--- config.mk ---
export PLATFORM = sky130hd
export DESIGN_NAME = mem_refill_arbiter_flat
export DESIGN_NICKNAME = d
export VERILOG_FILES = /design/src/rtl/mem_refill_arbiter_pkg.sv /design/src/rtl/mem_refill_arbiter_if.sv /design/src/rtl/mem_refill_arbiter_beat_counter.sv /design/src/rtl/mem_refill_arbiter.sv /design/src/flat_wrapper.sv
export SDC_FILE = /design/constraint.sdc
export NUM_CORES = 1
export LEC_CHECK = 0
export CAP_MARGIN = 20
export CORE_AREA = 2 2 122 124
export DETAILED_ROUTE_END_ITERATION = 7
export DIE_AREA = 0 0 124 126
export HOLD_SLACK_MARGIN = 0.12
export PLACE_DENSITY = 0.73
export SYNTH_ARGS = -nofsm -noshare
export SYNTH_HDL_FRONTEND = slang
export SYNTH_SLANG_ARGS = --single-unit
export TNS_END_PERCENT = 50
--- constraint.sdc ---
create_clock -name clk -period 2.01 [get_ports clk]
set_input_delay 0.402 -clock clk [delete_from_list [all_inputs] [get_ports clk]]
set_output_delay 0.402 -clock clk [all_outputs]
set_load 0.005 [all_outputs]
--- src/rtl/mem_refill_arbiter_pkg.sv ---
// Shared types and default sizing for the memory refill arbiter.
package mem_arb_pkg;

  localparam int unsigned ARB_ADDR_WIDTH = 26;
  localparam int unsigned ARB_DATA_WIDTH = 32;
  localparam int unsigned ARB_BURST_LEN  = 4;
  localparam int unsigned STAT_WIDTH     = 32;

  typedef enum logic [1:0] {
    IDLE = 2'd0,
    CMD  = 2'd1,
    DATA = 2'd2
  } arb_state_e;

  typedef enum logic {
    OWN_IC = 1'b0,
    OWN_DC = 1'b1
  } arb_owner_e;

  // A single-beat burst still needs a 1-bit counter.
  function automatic int unsigned beat_cnt_width(input int unsigned burst_len);
    return (burst_len > 1) ? $clog2(burst_len) : 1;
  endfunction

endpackage

--- src/rtl/mem_refill_arbiter_if.sv ---
// External memory port: command, write-beat and read-beat channels.
interface mem_refill_arbiter_if
  import mem_arb_pkg::*;
#(
  parameter int unsigned ADDR_WIDTH = ARB_ADDR_WIDTH,
  parameter int unsigned DATA_WIDTH = ARB_DATA_WIDTH
);

  logic                  mem_req;
  logic                  mem_we;
  logic [ADDR_WIDTH-1:0] mem_addr;
  logic                  mem_gnt;
  logic                  mem_wvalid;
  logic [DATA_WIDTH-1:0] mem_wdata;
  logic                  mem_wready;
  logic                  mem_rvalid;
  logic [DATA_WIDTH-1:0] mem_rdata;

  modport master (
    output mem_req, mem_we, mem_addr, mem_wvalid, mem_wdata,
    input  mem_gnt, mem_wready, mem_rvalid, mem_rdata
  );

  modport slave (
    input  mem_req, mem_we, mem_addr, mem_wvalid, mem_wdata,
    output mem_gnt, mem_wready, mem_rvalid, mem_rdata
  );

endinterface

--- src/rtl/mem_refill_arbiter_beat_counter.sv ---
// Beat counter for one burst: counts handshakes, flags the last beat, wraps to 0 after it.
module arb_beat_counter
  import mem_arb_pkg::*;
#(
  parameter int unsigned BURST_LEN = ARB_BURST_LEN
) (
  input  logic clk,
  input  logic rst_n,
  input  logic inc,
  input  logic clear,
  output logic last
);

  localparam int unsigned CNT_W = beat_cnt_width(BURST_LEN);
  localparam logic [CNT_W-1:0] LAST_VAL = CNT_W'(BURST_LEN - 1);

  logic [CNT_W-1:0] cnt_q, cnt_d;

  assign last = (cnt_q == LAST_VAL);

  always_comb begin
    cnt_d = cnt_q;
    if (clear) begin
      cnt_d = '0;
    end else if (inc) begin
      cnt_d = last ? '0 : cnt_q + CNT_W'(1);
    end
  end

  always_ff @(posedge clk or negedge rst_n) begin
    if (!rst_n) cnt_q <= '0;
    else        cnt_q <= cnt_d;
  end

endmodule

--- src/rtl/mem_refill_arbiter.sv ---
// Round-robin owner of the external memory port for I-cache refills and D-cache refills/writebacks.
// Optional MEM_ARB_STATS_EN builds saturating per-requester wait-cycle counters.
module mem_refill_arbiter
  import mem_arb_pkg::*;
#(
  parameter int unsigned ADDR_WIDTH = ARB_ADDR_WIDTH,
  parameter int unsigned DATA_WIDTH = ARB_DATA_WIDTH,
  parameter int unsigned BURST_LEN  = ARB_BURST_LEN
) (
  input  logic                    clk,
  input  logic                    rst_n,
  input  logic                    ic_req,
  input  logic [ADDR_WIDTH-1:0]   ic_addr,
  output logic                    ic_rvalid,
  output logic [DATA_WIDTH-1:0]   ic_rdata,
  output logic                    ic_done,
  input  logic                    dc_req,
  input  logic                    dc_we,
  input  logic [ADDR_WIDTH-1:0]   dc_addr,
  input  logic [DATA_WIDTH-1:0]   dc_wdata,
  output logic                    dc_wready,
  output logic                    dc_rvalid,
  output logic [DATA_WIDTH-1:0]   dc_rdata,
  output logic                    dc_done,
  mem_refill_arbiter_if.master    mem,
  output logic                    busy,
  output logic [STAT_WIDTH-1:0]   stat_ic_wait,
  output logic [STAT_WIDTH-1:0]   stat_dc_wait
);

  arb_state_e            state_q, state_d;
  arb_owner_e            owner_q, owner_d;
  arb_owner_e            last_owner_q, last_owner_d;
  logic                  we_q, we_d;
  logic [ADDR_WIDTH-1:0] addr_q, addr_d;

  logic in_data;
  logic beat_fire;
  logic beat_last;
  logic rd_beat;

  assign in_data   = (state_q == DATA);
  assign beat_fire = in_data & (we_q ? mem.mem_wready : mem.mem_rvalid);
  assign rd_beat   = in_data & ~we_q & mem.mem_rvalid;

  arb_beat_counter #(
    .BURST_LEN (BURST_LEN)
  ) u_beat_cnt (
    .clk   (clk),
    .rst_n (rst_n),
    .inc   (beat_fire),
    .clear (~in_data),
    .last  (beat_last)
  );

  // Next state and pick: on a tie the port goes to whoever did not have it last.
  always_comb begin
    state_d      = state_q;
    owner_d      = owner_q;
    last_owner_d = last_owner_q;
    we_d         = we_q;
    addr_d       = addr_q;
    unique case (state_q)
      IDLE: begin
        if (ic_req || dc_req) begin
          if (ic_req && (!dc_req || last_owner_q == OWN_DC)) begin
            owner_d = OWN_IC;
            we_d    = 1'b0;
            addr_d  = ic_addr;
          end else begin
            owner_d = OWN_DC;
            we_d    = dc_we;
            addr_d  = dc_addr;
          end
          last_owner_d = owner_d;
          state_d      = CMD;
        end
      end
      CMD: begin
        if (mem.mem_gnt) state_d = DATA;
      end
      DATA: begin
        if (beat_fire && beat_last) state_d = IDLE;
      end
      default: state_d = IDLE;
    endcase
  end

  always_ff @(posedge clk or negedge rst_n) begin
    if (!rst_n) begin
      state_q      <= IDLE;
      owner_q      <= OWN_IC;
      last_owner_q <= OWN_DC;
      we_q         <= 1'b0;
      addr_q       <= '0;
    end else begin
      state_q      <= state_d;
      owner_q      <= owner_d;
      last_owner_q <= last_owner_d;
      we_q         <= we_d;
      addr_q       <= addr_d;
    end
  end

  assign busy            = (state_q != IDLE);
  assign mem.mem_req     = (state_q == CMD);
  assign mem.mem_we      = busy & we_q;
  assign mem.mem_addr    = (state_q == CMD) ? addr_q : '0;
  assign mem.mem_wvalid  = in_data & we_q;
  assign mem.mem_wdata   = mem.mem_wvalid ? dc_wdata : '0;

  // Read data is shared; only the owner's valid qualifies it.
  assign ic_rvalid = rd_beat & (owner_q == OWN_IC);
  assign dc_rvalid = rd_beat & (owner_q == OWN_DC);
  assign ic_rdata  = rd_beat ? mem.mem_rdata : '0;
  assign dc_rdata  = rd_beat ? mem.mem_rdata : '0;
  assign dc_wready = mem.mem_wvalid & mem.mem_wready;
  assign ic_done   = beat_fire & beat_last & (owner_q == OWN_IC);
  assign dc_done   = beat_fire & beat_last & (owner_q == OWN_DC);

`ifdef MEM_ARB_STATS_EN
  logic [STAT_WIDTH-1:0] ic_wait_q, ic_wait_d;
  logic [STAT_WIDTH-1:0] dc_wait_q, dc_wait_d;
  logic                  ic_held, dc_held;

  // Count cycles a request is pending while the port is not held for it.
  always_comb begin
    ic_held   = busy && (owner_q == OWN_IC);
    dc_held   = busy && (owner_q == OWN_DC);
    ic_wait_d = ic_wait_q;
    dc_wait_d = dc_wait_q;
    if (ic_req && !ic_held && (ic_wait_q != '1)) ic_wait_d = ic_wait_q + STAT_WIDTH'(1);
    if (dc_req && !dc_held && (dc_wait_q != '1)) dc_wait_d = dc_wait_q + STAT_WIDTH'(1);
  end

  always_ff @(posedge clk or negedge rst_n) begin
    if (!rst_n) begin
      ic_wait_q <= '0;
      dc_wait_q <= '0;
    end else begin
      ic_wait_q <= ic_wait_d;
      dc_wait_q <= dc_wait_d;
    end
  end

  assign stat_ic_wait = ic_wait_q;
  assign stat_dc_wait = dc_wait_q;
`else
  assign stat_ic_wait = '0;
  assign stat_dc_wait = '0;
`endif

endmodule

--- src/flat_wrapper.sv ---
// flat-port wrapper written by rule: the top's interface ports become plain ports
module mem_refill_arbiter_flat import mem_arb_pkg::*;
#(
  parameter int unsigned ADDR_WIDTH = ARB_ADDR_WIDTH,
  parameter int unsigned DATA_WIDTH = ARB_DATA_WIDTH,
  parameter int unsigned BURST_LEN  = ARB_BURST_LEN
)
  (clk, rst_n, ic_req, ic_addr, ic_rvalid, ic_rdata, ic_done, dc_req, dc_we, dc_addr, dc_wdata, dc_wready, dc_rvalid, dc_rdata, dc_done, busy, stat_ic_wait, stat_dc_wait, mem_mem_req, mem_mem_we, mem_mem_addr, mem_mem_wvalid, mem_mem_wdata, mem_mem_gnt, mem_mem_wready, mem_mem_rvalid, mem_mem_rdata);
  mem_refill_arbiter_if #(.ADDR_WIDTH(ADDR_WIDTH), .DATA_WIDTH(DATA_WIDTH)) mem_i ();
  input  logic clk;
  input  logic rst_n;
  input  logic ic_req;
  input  logic [ADDR_WIDTH-1:0] ic_addr;
  output logic ic_rvalid;
  output logic [DATA_WIDTH-1:0] ic_rdata;
  output logic ic_done;
  input  logic dc_req;
  input  logic dc_we;
  input  logic [ADDR_WIDTH-1:0] dc_addr;
  input  logic [DATA_WIDTH-1:0] dc_wdata;
  output logic dc_wready;
  output logic dc_rvalid;
  output logic [DATA_WIDTH-1:0] dc_rdata;
  output logic dc_done;
  output logic busy;
  output logic [STAT_WIDTH-1:0] stat_ic_wait;
  output logic [STAT_WIDTH-1:0] stat_dc_wait;
  output wire logic [$bits(mem_i.mem_req)-1:0] mem_mem_req;
  output wire logic [$bits(mem_i.mem_we)-1:0] mem_mem_we;
  output wire logic [$bits(mem_i.mem_addr)-1:0] mem_mem_addr;
  output wire logic [$bits(mem_i.mem_wvalid)-1:0] mem_mem_wvalid;
  output wire logic [$bits(mem_i.mem_wdata)-1:0] mem_mem_wdata;
  input wire logic [$bits(mem_i.mem_gnt)-1:0] mem_mem_gnt;
  input wire logic [$bits(mem_i.mem_wready)-1:0] mem_mem_wready;
  input wire logic [$bits(mem_i.mem_rvalid)-1:0] mem_mem_rvalid;
  input wire logic [$bits(mem_i.mem_rdata)-1:0] mem_mem_rdata;
  assign mem_mem_req = mem_i.mem_req;
  assign mem_mem_we = mem_i.mem_we;
  assign mem_mem_addr = mem_i.mem_addr;
  assign mem_mem_wvalid = mem_i.mem_wvalid;
  assign mem_mem_wdata = mem_i.mem_wdata;
  assign mem_i.mem_gnt = mem_mem_gnt;
  assign mem_i.mem_wready = mem_mem_wready;
  assign mem_i.mem_rvalid = mem_mem_rvalid;
  assign mem_i.mem_rdata = mem_mem_rdata;
  mem_refill_arbiter #(.ADDR_WIDTH(ADDR_WIDTH), .DATA_WIDTH(DATA_WIDTH), .BURST_LEN(BURST_LEN)) u_core (.clk(clk), .rst_n(rst_n), .ic_req(ic_req), .ic_addr(ic_addr), .ic_rvalid(ic_rvalid), .ic_rdata(ic_rdata), .ic_done(ic_done), .dc_req(dc_req), .dc_we(dc_we), .dc_addr(dc_addr), .dc_wdata(dc_wdata), .dc_wready(dc_wready), .dc_rvalid(dc_rvalid), .dc_rdata(dc_rdata), .dc_done(dc_done), .mem(mem_i), .busy(busy), .stat_ic_wait(stat_ic_wait), .stat_dc_wait(stat_dc_wait));
endmodule
# After elaboration in Yosys (flattened, before gate mapping)
# Cells that the tools add are included.
# totals
elab_cells	50
output_inout_bits	195
register_bits	33
input_bits	124
# op_classes
addsub	1
muxes	14
reduce_logical	9
eq_ne	7
n_bitwise	13
# op_table
op	n
two-way mux 32 bit	2
two-way mux 26 bit	2
two-way mux 2 bit	6
AND 1 bit	11
case mux 2 bit (3 select lines)	1
equality test 2 bit, second input constant	2
inequality test 2 x 1 -> 1 bit, second input constant	2
inequality test 2 bit, second input constant	2
two-way mux 1 bit	3
AND reduction 3 bit	1
adder 2 x 1 -> 2 bit, second input constant	1
equality test 2 x 1 -> 1 bit, second input constant	1
logical AND 1 bit	2
zero test 2 bit	1
logical OR 1 bit	2
NOT 1 bit	2
AND reduction 2 bit	1
nonzero test 2 bit	1
zero test 1 bit	1

# Longest topological paths before layout
# logic_depth
word_depth	5
depth_mapped	5
depth_no_buf	4

# Modules after synthesis
# A second synthesis with hierarchy kept.
# hier_totals
hier_cells	389
hier_area_um2	3044.2
# by_module_without_submodules
module	n_inst	cells_per_inst	seq_area_each_um2	area_each_um2
mem_refill_arbiter	1	381	777.0	2944.1
arb_beat_counter	1	8	50.0	100.1

# Worst setup path after synthesis
# No wires, ideal clock.
# synth_timing
path_kind	register -> output
start	register u_core.state_q[0]
end	output port ic_rdata[10]
arrival_time_ns	1.300
stages_incl_launch_ff	6
path_buffers	2
required_time_ns	1.608
slack_ns	0.308
cell_sequence	dfrtp_1 > nand2b_1 > nor3b_4 > buf_2 > and2_1 > buf_4
# synth_between
elab_chain_len	4
# synth_lines
item	line	rtl
from (decl)	mem_refill_arbiter.sv:31	arb_state_e state_q, state_d;
from (signal assigned)	mem_refill_arbiter.sv:97	state_q <= state_d;
equality test 2 bit	mem_refill_arbiter.sv:42	assign in_data = (state_q == DATA);
AND 1 bit (2 in series)	mem_refill_arbiter.sv:44	assign rd_beat = in_data & ~we_q & mem.mem_rvalid;
two-way mux 32 bit	--	
to (decl)	flat_wrapper.sv:15	output logic [DATA_WIDTH-1:0] ic_rdata;
# Every way passes these cells.

# Worst setup path after layout
# layout_timing
start	register u_core.we_q
end	output port ic_rdata[27]
# layout_between
elab_chain_len	4
# layout_lines
item	line	rtl
from (decl)	mem_refill_arbiter.sv:34	logic we_q, we_d;
from (signal assigned)	mem_refill_arbiter.sv:100	we_q <= we_d;
NOT 1 bit	mem_refill_arbiter.sv:44	
AND 1 bit (2 in series)	mem_refill_arbiter.sv:44	
two-way mux 32 bit	mem_refill_arbiter.sv:115	assign ic_rdata = rd_beat ? mem.mem_rdata : '0;
# Every way passes these cells.

==> results.txt <==
----------------------------------------------------
[Status]
  Run status ... finished, violations left
  Violations in the final reports ... setup timing

[Final layout]
  Number of antenna cells inserted ... 0
  Layout area overhead ... 88.6%
  Number of filler cells placed in the layout ... 1,468
  Count of nets after finishing ... 759
  Share of post-route cells with drive strength above 1 ... 0.342

[Critical path]
  Largest delay share family, worst path ... buffers and inverters
  Kind of critical path ... reg -> out
  Critical-path cell with the highest stage delay ... sky130_fd_sc_hd__dfrtp_2
  Kind of capture point of the worst setup path ... primary output
  Critical path data arrival time ... 1730 ps
  Critical Path RT ... 1610 ps
  Critical path, cell by cell ... buf_6, nor3b_4, buf_6, buf_6, buf_6, and2_1, clkdlybuf4s15_1
  Crit path top cell by count ... sky130_fd_sc_hd__buf_6
  Startpoint Class ... register
  Critical path peak fanout ... 8
  CP max stage delay ... 430 ps
  Buffering stage count on the worst path with inverters included ... 5

[Logic synthesis]
  FF+latch count, synth ... 33
  Cell count after synthesis ... 394
  Synth Flop Type ... sky130_fd_sc_hd__dfrtp_1
  Share of synthesized area occupied by flip-flops and latches ... 0.271
  Post-synthesis instance area ... 3050 µm²
  Area contributors post-synth ... sky130_fd_sc_hd__dfrtp_1, sky130_fd_sc_hd__buf_4, sky130_fd_sc_hd__and2_1, sky130_fd_sc_hd__and3_1, sky130_fd_sc_hd__a31oi_1
  Number of synthesized flops with an enable pin ... 0
  Count of yosys warnings during synthesis ... 0
  Synth Area per Inst ... 7.75 µm²
  Largest area contributor in the netlist ... sky130_fd_sc_hd__dfrtp_1
  Cell variety after synth ... 28
  Area share of the largest cell type after synthesis ... 0.262
  Share of synthesized registers carrying an async set or reset ... 1.00

[GRT]
  Most congested layer reported by global routing ... met2
  Met2 Resource Use GR ... 0.250
  Met1 layer usage reported by global route ... 0.172
  Met3 usage ... 0.0199
  Pin count of the biggest net entering global routing ... 35
  Congestion Overflow GR ... 0
  Antenna violations before repair ... 0
  Wire length of the first global-routing pass ... 16,800 µm
  Total track usage ... 0.139
  Number of global-route vias before repair ... 3,076

[Timing]
  Setup-violating endpoint count in the final report ... 23
  Timing-limited maximum frequency ... 0.469 GHz
  Tightest hold margin ... 206 ps
  Shortest period the worst path allows ... 2130 ps
  Post-route worst setup slack ... -124 ps
  Pins over their slew limit ... 0
  Final Hold Viols ... 0
  RSZ-0062 raised after global routing ... true
  Pin slew with the least headroom to its limit ... 780 ps
  Final worst path period share ... 1.06
  Max-slew headroom ... 0.480
  Clk_skew ... 5.72 ps

[Placed design]
  Worst Setup Slack post-DPL ... -416 ps
  Hpwl dp ... 9400 µm
  Port Buffer Count ... 254
  Routability cong. ... 0.750

[Power and ir drop]
  Share of total power consumed by net switching ... 0.367
  Fraction of power consumed by the clock network ... 0.162
  Static leakage ... 2.82 nW
  Comb power frac ... 0.624
  Sw power ... 2.04 mW
  Max rail drop VDD ... 0.412 mV
  Sequential fraction of design power ... 0.213
  Internal Power ... 3.52 mW
  Power Dens Cells ... 966 nW/µm²

[Floorplan]
  Placeable core area ... 14,300 µm²
  Starting utilization of the core area ... 0.213
  Y dimension of the die ... 126 µm
  Std cell rows ... 44
  Width of the die ... 124 µm
  I/O pin total ... 319
  Die footprint ... 15,600 µm²

[Clock tree]
  CTS Root Cell ... sky130_fd_sc_hd__clkbuf_16
  Cts bufs inserted ... 5
  CTS tree ... yes
  Clock Tree Buf Depth ... 2
  Clock edge transition at the registers on the reported setup and hold paths ... 50 ps
  Total clock sinks ... 33
  Latest clock arrival within the worst-skew pair ... 280 ps
  Number of levels the H-tree was split into ... 2

[Drt]
  Vias per cell ... 4.22
  Routed len/inst ... 15.8 µm
  Detailed-route via count ... 3,454
  Antenna-violating nets left ... 0
  Total Wirelength ... 12,900 µm
  DR DRC count ... 0
  Detailed Route Iter0 Violations ... 117
  First-pass iteration count of the detailed router ... 4

[Run]
  Maximum capacitance violations ... 0

[Min path]
  Tightest Hold Check Type ... in -> async

----------------------------------------------------
[kinds of logic after synthesis]
logic type / Yosys count / share of synthesized area
adder cells (fa/ha/maj): 1 / 0.00410
AND/OR/NAND/NOR: 140 / 0.277
AO/OA/AOI/OAI: 86 / 0.153
multiplexers: 2 / 0.00655
flip-flops: 33 / 0.271
buffers and inverters: 131 / 0.287
other: 1 / 0.00123
[state kept, by name, indices dropped and copies added, names as in the netlist]
signal / count
u_core.u_beat_cnt.cnt_q: 2
u_core.state_q: 2
u_core.we_q: 1
u_core.addr_q: 26
u_core.last_owner_q: 1
u_core.owner_q: 1
[path summary, 6_finish.rpt]
| check | start | cells past startpoint | endpoint | slack, ps |
|---|---|---|---|---|
| max | u_core.we_q | 7 | ic_rdata[27] | -120 |
| min | rst_n | 1 | u_core.addr_q[12] | 210 |
| max reg2reg | u_core.we_q | 9 | u_core.u_beat_cnt.cnt_q[0] | 150 |
| min reg2reg | u_core.addr_q[21] | 2 | u_core.addr_q[21] | 540 |
| max in group asynchronous | rst_n | 1 | u_core.we_q | 1250 |
| min in group clk | u_core.addr_q[21] | 2 | u_core.addr_q[21] | 540 |
[power by group through the flow]
stage | clock, mW | combinational [mW] | sequential (mW)
4_1_cts | 0.926 | 2.98 | 1.18
3_5_place_dp | 0 | 3.09 | 1.18
5_1_grt | 0.948 | 3.81 | 1.23
3_3_place_gp | 0 | 3.07 | 1.17
6_report | 0.903 | 3.47 | 1.19
2_1_floorplan | 0 | 1.54 | 1.12
[cell usage in the layout, fill, tap and decap left out, drive strengths merged]
| master | netlist | layout |
|---|---|---|
| o21a | 2 | 2 |
| and2 | 62 | 62 |
| ha | 1 | 1 |
| nand2 | 3 | 3 |
| clkbuf | 12 | 69 |
| o21ai | 31 | 31 |
| and3 | 33 | 33 |
| dlymetal6s2s | 0 | 3 |
| inv | 3 | 3 |
| buf | 116 | 96 |
| a31oi | 26 | 26 |
| mux2i | 2 | 2 |
| dfrtp | 32 | 32 |
| or3 | 1 | 1 |
| nor2 | 4 | 4 |
| bufinv | 0 | 1 |
| nor3b | 2 | 2 |
| nand3 | 27 | 27 |
| nand2b | 2 | 2 |
| nor2b | 4 | 4 |
| and2b | 1 | 1 |
| a21oi | 27 | 27 |
| or2 | 1 | 1 |
| dfstp | 1 | 1 |
| dlygate4sd2 | 0 | 5 |
| clkdlybuf4s15 | 0 | 11 |
| clkdlybuf4s50 | 0 | 121 |
| conb | 1 | 64 |
[synthesized netlist by cell type, drive strengths merged, types with 3 or more instances]
library cell,count
buf,116
and2,62
and3,33
dfrtp,32
o21ai,31
a21oi,27
nand3,27
a31oi,26
clkbuf,12
nor2,4
nor2b,4
inv,3
nand2,3
[stage by stage]
stage	cells	setup TNS [ps]	utilization	instance area, µm²	power (mW)
final	819	-990	0.402	5760	5.57
after global routing	819	-4120	0.402	5760	5.99
after CTS	802	-14480	0.390	5580	5.08
after detailed placement	784	-24850	0.377	5390	4.27
after global placement	784	-26000	0.377	5390	4.23
after floorplan	457	0	-	3290	2.66
[routing by layer]
metal,vias to the layer above,part of all wire
met1,1627,0.39
met3,8,0.076
met2,163,0.52
met5,-,0
li1,1656,-
met4,0,0.011
[repair_timing]
item | in CTS | in global routing
cloned | 0 | 6
setup endpoints to repair | 130 | 107
setup buffers | 10 | 14
hold buffers | 0 | 0
gates resized for setup | 142 | 309
pin swaps | 1 | 20
endpoints found under the hold margin | 0 | 0
[area by class of cell]
cell class	count	area [µm²]	area share
inverters	3	11.3	0.00196
multi-input cells	293	1740	0.302
clock buffers	7	143	0.0248
repair buffers	298	2780	0.483
clock inverters	1	30.0	0.00521
flip-flops and latches	33	828	0.144
well taps	184	230	0.0400
No activity file was read; power rests on OpenSTA's default activity.
